===== src/rtl/prng_pkg.sv =====
// Shared types and constants for the prng_lfsr_stream block.
package prng_pkg;

    typedef enum logic [1:0] {
        StIdle,
        StStep,
        StValid
    } prng_state_e;

    localparam logic [7:0]  DefaultTaps8  = 8'hB8;
    localparam logic [15:0] DefaultTaps16 = 16'hB400;

    // Maximal-length Galois mask for the two widths we ship defaults for.
    function automatic logic [31:0] default_taps(int unsigned width);
        return (width == 16) ? 32'(DefaultTaps16) : 32'(DefaultTaps8);
    endfunction

endpackage


===== src/rtl/prng_lfsr_stream_if.sv =====
// Valid/ready output stream carrying one random word per handshake.
interface prng_lfsr_stream_if #(
    parameter int unsigned OUT_W = 8
);
    logic             out_valid;
    logic             out_ready;
    logic [OUT_W-1:0] out;

    modport master (
        output out_valid,
        output out,
        input  out_ready
    );

    modport slave (
        input  out_valid,
        input  out,
        output out_ready
    );
endinterface


===== src/rtl/lfsr_galois_step.sv =====
// One right-shift Galois LFSR step; an all-zero state recovers to DEFAULT_SEED.
module lfsr_galois_step
    import prng_pkg::*;
#(
    parameter int unsigned      WIDTH        = 8,
    parameter logic [WIDTH-1:0] TAPS         = WIDTH'(default_taps(WIDTH)),
    parameter logic [WIDTH-1:0] DEFAULT_SEED = WIDTH'(1)
) (
    input  logic [WIDTH-1:0] state,
    output logic [WIDTH-1:0] next_state
);

    always_comb begin
        if (state == '0) begin
            next_state = DEFAULT_SEED;
        end else begin
            next_state = (state >> 1) ^ (state[0] ? TAPS : '0);
        end
    end

endmodule


===== src/rtl/prng_lfsr_stream.sv =====
// Galois-LFSR PRNG emitting one word per STEPS advances over a valid/ready stream.
// Define PRNG_PERIOD_MON_EN to add the period_wrap / period_cnt monitor.
module prng_lfsr_stream
    import prng_pkg::*;
#(
    parameter int unsigned      WIDTH        = 8,
    parameter logic [WIDTH-1:0] TAPS         = WIDTH'(default_taps(WIDTH)),
    parameter int unsigned      OUT_W        = 8,
    parameter int unsigned      STEPS        = 1,
    parameter logic [WIDTH-1:0] DEFAULT_SEED = WIDTH'(1)
) (
    input  logic               clk,
    input  logic               rst,
    input  logic               en,
    input  logic               seed_load,
    input  logic [WIDTH-1:0]   seed,
    output logic               busy,
`ifdef PRNG_PERIOD_MON_EN
    output logic               period_wrap,
    output logic [31:0]        period_cnt,
`endif
    prng_lfsr_stream_if.master prng_out
);

    localparam logic [7:0] LastCnt = 8'(STEPS - 1);

    prng_state_e      fsm_q, fsm_d;
    logic [WIDTH-1:0] state_q, state_d;
    logic [7:0]       cnt_q, cnt_d;
    logic [OUT_W-1:0] out_q, out_d;
    logic             valid_q, valid_d;
    logic [WIDTH-1:0] step_next;
    logic [WIDTH-1:0] load_val;

    lfsr_galois_step #(
        .WIDTH        (WIDTH),
        .TAPS         (TAPS),
        .DEFAULT_SEED (DEFAULT_SEED)
    ) u_step (
        .state      (state_q),
        .next_state (step_next)
    );

    assign load_val = (seed == '0) ? DEFAULT_SEED : seed;

    always_ff @(posedge clk) begin
        if (rst) begin
            fsm_q   <= StIdle;
            state_q <= DEFAULT_SEED;
            cnt_q   <= '0;
            out_q   <= '0;
            valid_q <= 1'b0;
        end else begin
            fsm_q   <= fsm_d;
            state_q <= state_d;
            cnt_q   <= cnt_d;
            out_q   <= out_d;
            valid_q <= valid_d;
        end
    end

    always_comb begin
        fsm_d   = fsm_q;
        state_d = state_q;
        cnt_d   = cnt_q;
        out_d   = out_q;
        valid_d = valid_q;
        // A seed load discards any pending word, even one being accepted this cycle.
        if (seed_load) begin
            state_d = load_val;
            fsm_d   = StIdle;
            valid_d = 1'b0;
            cnt_d   = '0;
        end else begin
            unique case (fsm_q)
                StIdle: begin
                    if (en) begin
                        fsm_d = StStep;
                        cnt_d = '0;
                    end
                end
                StStep: begin
                    state_d = step_next;
                    cnt_d   = cnt_q + 8'd1;
                    if (cnt_q == LastCnt) begin
                        out_d   = step_next[OUT_W-1:0];
                        valid_d = 1'b1;
                        fsm_d   = StValid;
                        cnt_d   = '0;
                    end
                end
                StValid: begin
                    if (prng_out.out_ready) begin
                        valid_d = 1'b0;
                        fsm_d   = en ? StStep : StIdle;
                    end
                end
                default: fsm_d = StIdle;
            endcase
        end
    end

    assign prng_out.out_valid = valid_q;
    assign prng_out.out       = out_q;
    assign busy               = (fsm_q != StIdle);

`ifdef PRNG_PERIOD_MON_EN
    logic [WIDTH-1:0] ref_seed_q;
    logic [31:0]      period_cnt_q;
    logic             period_wrap_q;

    // Wrap is flagged when the step about to be committed returns to the reference seed.
    always_ff @(posedge clk) begin
        if (rst) begin
            ref_seed_q    <= DEFAULT_SEED;
            period_cnt_q  <= '0;
            period_wrap_q <= 1'b0;
        end else if (seed_load) begin
            ref_seed_q    <= load_val;
            period_cnt_q  <= '0;
            period_wrap_q <= 1'b0;
        end else if (fsm_q == StStep) begin
            if (step_next == ref_seed_q) begin
                period_cnt_q  <= '0;
                period_wrap_q <= 1'b1;
            end else begin
                period_cnt_q  <= period_cnt_q + 32'd1;
                period_wrap_q <= 1'b0;
            end
        end else begin
            period_wrap_q <= 1'b0;
        end
    end

    assign period_wrap = period_wrap_q;
    assign period_cnt  = period_cnt_q;
`endif

endmodule


===== src/flat_wrapper.sv =====
// flat-port wrapper written by rule: the top's interface ports become plain ports
module prng_lfsr_stream_flat import prng_pkg::*;
#(
    parameter int unsigned      WIDTH        = 8,
    parameter logic [WIDTH-1:0] TAPS         = WIDTH'(default_taps(WIDTH)),
    parameter int unsigned      OUT_W        = 8,
    parameter int unsigned      STEPS        = 1,
    parameter logic [WIDTH-1:0] DEFAULT_SEED = WIDTH'(1)
)
  (clk, rst, en, seed_load, seed, busy, prng_out_out_valid, prng_out_out, prng_out_out_ready);
  prng_lfsr_stream_if #(.OUT_W(OUT_W)) prng_out_i ();
  input  logic clk;
  input  logic rst;
  input  logic en;
  input  logic seed_load;
  input  logic [WIDTH-1:0] seed;
  output logic busy;
  output wire logic [$bits(prng_out_i.out_valid)-1:0] prng_out_out_valid;
  output wire logic [$bits(prng_out_i.out)-1:0] prng_out_out;
  input wire logic [$bits(prng_out_i.out_ready)-1:0] prng_out_out_ready;
  assign prng_out_out_valid = prng_out_i.out_valid;
  assign prng_out_out = prng_out_i.out;
  assign prng_out_i.out_ready = prng_out_out_ready;
  prng_lfsr_stream #(.WIDTH(WIDTH), .TAPS(TAPS), .OUT_W(OUT_W), .STEPS(STEPS), .DEFAULT_SEED(DEFAULT_SEED)) u_core (.clk(clk), .rst(rst), .en(en), .seed_load(seed_load), .seed(seed), .busy(busy), .prng_out(prng_out_i));
endmodule

===== config.mk =====
export PLATFORM = sky130hd
export DESIGN_NAME = prng_lfsr_stream_flat
export DESIGN_NICKNAME = d
export VERILOG_FILES = /design/src/rtl/prng_pkg.sv /design/src/rtl/prng_lfsr_stream_if.sv /design/src/rtl/lfsr_galois_step.sv /design/src/rtl/prng_lfsr_stream.sv /design/src/flat_wrapper.sv
export SDC_FILE = /design/constraint.sdc
export NUM_CORES = 1
export LEC_CHECK = 0
export CAP_MARGIN = 20
export CORE_MARGIN = 5
export CORE_UTILIZATION = 45
export CTS_CLUSTER_SIZE = 30
export DETAILED_ROUTE_END_ITERATION = 7
export PLACE_DENSITY = 0.68
export SYNTH_ARGS = -nofsm -noshare
export SYNTH_HDL_FRONTEND = slang
export SYNTH_SLANG_ARGS = --single-unit

===== constraint.sdc =====
create_clock -name clk -period 6.53 [get_ports clk]
set_clock_uncertainty 0.15 [all_clocks]
set_input_delay 1.959 -clock clk [delete_from_list [all_inputs] [get_ports clk]]
set_output_delay 1.959 -clock clk [all_outputs]
set_load 0.05 [all_outputs]

## Yosys cells after proc, flatten, opt, wreduce, memory -nomap -nowiden

Index checks and enable logic that the tools add are counted.

| cells by class | value |
|---|---|
| bitwise operators | 2 |
| muxes and demuxes | 16 |
| equal/unequal tests | 5 |
| reductions and logical operators | 13 |
| add/sub/neg operators | 1 |

Operators with widths:

| operator | number |
|---|---|
| $mux 8 | 7 |
| $logic_not 8->1 | 3 |
| $pmux 8 s2 | 1 |
| $reduce_and 3->1 | 3 |
| $add 8x1->8 const B | 1 |
| $reduce_bool 2->1 | 4 |
| $xor 7x8->8 | 1 |
| $mux 2 | 3 |
| $pmux 2 s3 | 1 |
| $ne 2x2->1 const B | 2 |
| $mux 1 | 3 |
| $eq 2x1->1 const B | 1 |
| $eq 2x2->1 const B | 1 |
| $logic_not 2->1 | 1 |
| $ne 2x1->1 const B | 1 |
| $pmux 1 s2 | 1 |
| $reduce_and 2->1 | 1 |
| $reduce_or 2->1 | 1 |
| $not 1->1 | 1 |

| word-level totals | value |
|---|---|
| flip-flop bits (word level) | 27 |
| bits of input ports | 13 |
| word-level logic and storage cells | 42 |

## Logic depth before layout (Yosys ltp)

| depth | value |
|---|---|
| depth in word-level cells | 5 |
| mapped depth | 7 |
| depth with buffers taken out | 6 |

## Modules after synthesis

A second synthesis with hierarchy kept.

| unflattened totals | value |
|---|---|
| cell total of the unflattened synthesis | 146 |
| area, all modules | 1,363.8 sq um |

Modules (own cells, without submodules):

| module | cells an instance | instances | area an instance (sq um) | sequential area each (sq um) |
|---|---|---|---|---|
| prng_lfsr_stream | 136 | 1 | 1,297.5 | 540.5 |
| lfsr_galois_step | 10 | 1 | 66.3 | 0.0 |

## Worst setup path after synthesis

OpenSTA, ideal clock, no wires.

| path | value |
|---|---|
| kind | input to register |
| from | input seed_load |
| to | register u_core.out_q[3], in the netlist u_core.prng_out.out[3] |
| setup time | 0.064 ns |
| slack | 3.336 ns |
| required time | 6.316 ns |
| arrival | 2.981 ns |
| stages on the path | 4 |
| path through | or4_4 > buf_6 > mux2_4 > nor2_2 |

| between the ends | value |
|---|---|
| word-level cells in the longest chain between the ends | 2 |

Ends and longest elaborated chain:

| what | line | RTL |
|---|---|---|
| start, declared | flat_wrapper.sv:15 | `input logic seed_load;` |
| $not 1->1 (no source line) | n/a |  |
| $reduce_and 3->1 (no source line) | n/a |  |
| end signal, assigned | prng_lfsr_stream.sv:57 | `out_q <= out_d;` |
| end, declared | prng_lfsr_stream.sv:30 | `logic [OUT_W-1:0] out_q, out_d;` |

No other way between the ends.
A chain may end at the register's enable or synchronous reset.

## Final worst setup path

| path | value |
|---|---|
| from | register u_core.fsm_q[0] |
| to | output busy |

| between the ends | value |
|---|---|
| word-level cells in the longest chain between the ends | 1 |

Ends and longest elaborated chain:

| what | line | RTL |
|---|---|---|
| start, declared | prng_lfsr_stream.sv:27 | `prng_state_e fsm_q, fsm_d;` |
| start signal, assigned | prng_lfsr_stream.sv:48 | `fsm_q <= StIdle;` |
| start signal, assigned | prng_lfsr_stream.sv:54 | `fsm_q <= fsm_d;` |
| $reduce_bool 2->1 | prng_lfsr_stream.sv:105 | `assign busy = (fsm_q != StIdle);` |
| end, declared | flat_wrapper.sv:17 | `output logic busy;` |

No other way between the ends.

==> PnR_summary.wiki <==
{| class="wikitable"
! Metric !! Value
|-
| Outcome || completed
|-
| ANT cells || 0
|-
| Pre-CTS setup slack || approximately 2.5 ns
|-
| Data required, critical path || 4.42 ns
|-
| Initial antenna violation count || 0
|-
| Worst reg-to-reg setup slack || between 4 and 5 ns
|-
| Worst-case vdd ir drop || 0.1673 mV
|-
| Total placed instance area || about 1500 sq um
|-
| Wire length of the first global-routing pass || around 4700 microns
|-
| DRT Pass-1 Iters || 4
|-
| Final TNS setup || 0 ns
|-
| Die Footprint || ~4100 sq um
|-
| Number of instances in the placed design || approximately 200
|-
| Number of global-route vias before repair || between 900 and 1000
|-
| Leading post-synthesis cells by cell area || dfxtp_1 41%, mux2i_1 6.0%, nor2_1 5.9%
|-
| Setup repair after global routing missed its margin || false
|-
| Path type of the worst min-delay path || reg2reg
|-
| Worst Setup Slack, final || approximately 2.7 ns
|-
| Number of nets in the finished design || 185
|-
| Headroom to the max-slew limit || between 30% and 40%
|-
| Maximum number of pins on one net before global-route repair || 19
|-
| Number of I/O port buffers || 22
|-
| Critical path fanouts, max || 8
|-
| Total CTS buffers || 3
|-
| Worst setup endpoint || busy
|-
| Area of the core || ~2800 sq um
|-
| Share of the clock period used by the worst path || between 50% and 60%
|-
| Die Width || approximately 64 microns
|-
| P&R area growth vs syn || 18.68%
|-
| CTS tree || built
|-
| Nature of the critical path startpoint || flip-flop
|-
| Sink count of the clock tree || 27
|-
| Leading cell type by number of instances after synthesis || dfxtp_1
|-
| Reg-to-reg critical path startpoint || u_core.fsm_q[0]
|-
| H-tree depth reported by CTS || 1
|-
| Yosys warnings || 0
|-
| Final non-filler cell total || 200
|-
| CTS resizes || 0
|-
| CTS Hold Bufs || 0
|-
| Average size of a mapped cell || ~8.8 sq um
|-
| Multi-input logic area || 718.2 sq um
|-
| Number of antenna-violating nets in the routed design || 0
|-
| Area occupied by registers || 540.5 sq um
|-
| Power per unit of standard cell area || 183.4 nW/um^2
|-
| Share of the yosys chip area belonging to registers || between 40% and 50%
|-
| Transition time of the tightest slew-check pin || 1.020 ns
|-
| Summed area of non-filler cells in the final layout || 1574 sq um
|-
| Max Slew Vio Count || 0
|-
| Synth Net Count || 166
|-
| Tightest hold margin || approximately 0.32 ns
|-
| Dominant cell type by area after synthesis || dfxtp_1
|-
| Core occupancy in the finished layout || a little under three fifths
|-
| Highest Clock Rate || 261.9 MHz
|-
| Number of enable-type register cells in the synthesized netlist || 0
|-
| Async set or reset register ratio after synthesis || 0%
|-
| Final hold viol count || 0
|-
| Leak Pwr || between 0.5 and 0.6 nW
|-
| Remaining Overflow, GRT || 0
|-
| Starting density of the core || approximately 48%
|-
| DRC viols || 0
|-
| Average via count per standard cell || 5.475
|-
| Buffer depth of the longest clock path || 2
|-
| Clock period minus final worst setup slack || about 3.8 ns
|-
| Height of the die || ~64 microns
|-
| Total global routing track utilization || about 14%
|-
| Top Ports || 23
|-
| Total wirelength of the detailed-routed design || ~2700 microns
|-
| Clk Latency, worst-skew pair || a little over 0.3 ns
|-
| Overall power || about 290 uW
|-
| Startpoint of the tightest hold check path || u_core.prng_out.out[0]
|-
| Total of max-cap violations || 0
|-
| Nature of the critical path endpoint || output pin
|-
| Combined area of all synthesized cells || 1326 sq um
|-
| Critical path arrival || roughly 1.7 ns
|-
| Root Buffer || clkbuf_4
|-
| Seq cells post-synth || 27
|-
| Total number of vias || 1095
|-
| Fraction of layout instances using a drive strength above 1 || 10.65%
|-
| Post-synthesis cell type count || 39
|-
| Final Setup Violations || 0
|-
| Kind of critical path || reg2out
|-
| Predominant post-synthesis flop cell || dfxtp_1
|-
| Area fraction of the dominant cell type after synthesis || between 40% and 50%
|-
| Detailed-route wire length per cell || around 13 microns
|-
| Terminus of the critical flop-to-flop path || u_core.cnt_q[5]
|-
| Worst-path clk slew || around 0.14 ns
|-
| Count of routing violations after the opening detailed-route iteration || between 40 and 50
|-
| Routability congestion estimate || 0.8392
|-
| Cell Rows || 19
|-
| Top cell types by occurrence after synthesis || 27 x dfxtp_1, 21 x nor2_1, 10 x a21oi_1
|-
| Synthesized instance count || 151
|-
| FF-to-FF path depth || 4
|-
| Worst setup startpoint || u_core.fsm_q[0]
|-
| Number of post-CTS setup repair buffers || 0
|-
| Number of fillers in the final layout || between 200 and 300
|-
| Post-detailed-placement half-perimeter wirelength || approximately 2000 microns
|}
## power by group
group | switching, mW | total (mW) | internal, mW
sequential | 0.00507 | 0.175 | 0.170
combinational | 0.0222 | 0.0441 | 0.0219
clock | 0.0459 | 0.0697 | 0.0239
total | 0.0731 | 0.289 | 0.215
## flip-flops by register name, summed over array words and instances (netlist names)
name                       flops
u_core.fsm_q                   2
u_core.prng_out.out_valid      1
u_core.prng_out.out            8
u_core.state_q                 8
u_core.cnt_q                   8
## worst min-delay path by stage
stage,end,slack (ns),cells past startpoint
floorplan,u_core.cnt_q[6],0.31,2
detailed placement,u_core.prng_out.out[0],0.30,2
global route,u_core.prng_out.out[0],0.36,2
finish,u_core.prng_out.out[0],0.32,2
global placement,u_core.prng_out.out[0],0.30,2
CTS,u_core.prng_out.out[0],0.32,2
## cells in the final DEF, fill, tap and decap left out, drive strengths merged
cell / synthesis / layout
dfxtp: 27 / 27
nor2: 24 / 24
clkdlybuf4s50: 0 / 22
a21oi: 10 / 10
inv: 8 / 8
mux2i: 8 / 8
nand2: 8 / 8
mux2: 7 / 7
o21ai: 5 / 5
xnor2: 4 / 4
a211o: 4 / 4
clkbuf: 6 / 4
or3: 3 / 3
nand2b: 3 / 3
nand3: 3 / 3
a31oi: 3 / 3
or2: 3 / 3
nor4: 2 / 2
nor3: 2 / 2
o211ai: 2 / 2
and3: 2 / 2
ha: 2 / 2
or4: 2 / 2
or4b: 1 / 1
nor2b: 1 / 1
o21a: 1 / 1
o21ba: 1 / 1
nand3b: 1 / 1
nand4: 1 / 1
nor3b: 1 / 1
a311oi: 1 / 1
o22ai: 1 / 1
o2bb2ai: 1 / 1
a2bb2oi: 1 / 1
## area by class of cell
type | instances | share of cell area, %
repair buffers | 22 | 13.99
clock buffers | 4 | 1.669
well taps | 31 | 2.464
inverters | 8 | 1.908
flip-flops and latches | 27 | 34.34
multi-input cells | 108 | 45.63
## per-layer routing
layer,vias to the layer above,track usage (%),wire length [microns]
met4,0,3.053,17
met2,22,19.90,1186
met1,505,19.47,1332
li1,566,-,-
met3,2,4.729,134
met5,-,0,0
## logic make-up (layout without fill, tap and decap cells)
logic type | count (synthesis) | in the layout | share of synthesized area [%]
AND/OR/NAND/NOR | 57 | 57 | 22.17
AO/OA/AOI/OAI | 30 | 30 | 14.62
flip-flops | 27 | 27 | 40.75
buffers and inverters | 16 | 34 | 5.094
multiplexers | 15 | 15 | 12.83
XOR/XNOR | 4 | 4 | 2.641
adder cells (fa/ha/maj) | 2 | 2 | 1.886
## worst max-delay path: stages, from the launching register on
cell	delay, ns
dfxtp_1	0.38
or2_2	0.31
clkdlybuf4s50_1	0.70
Power figures use the tool's default switching activity.
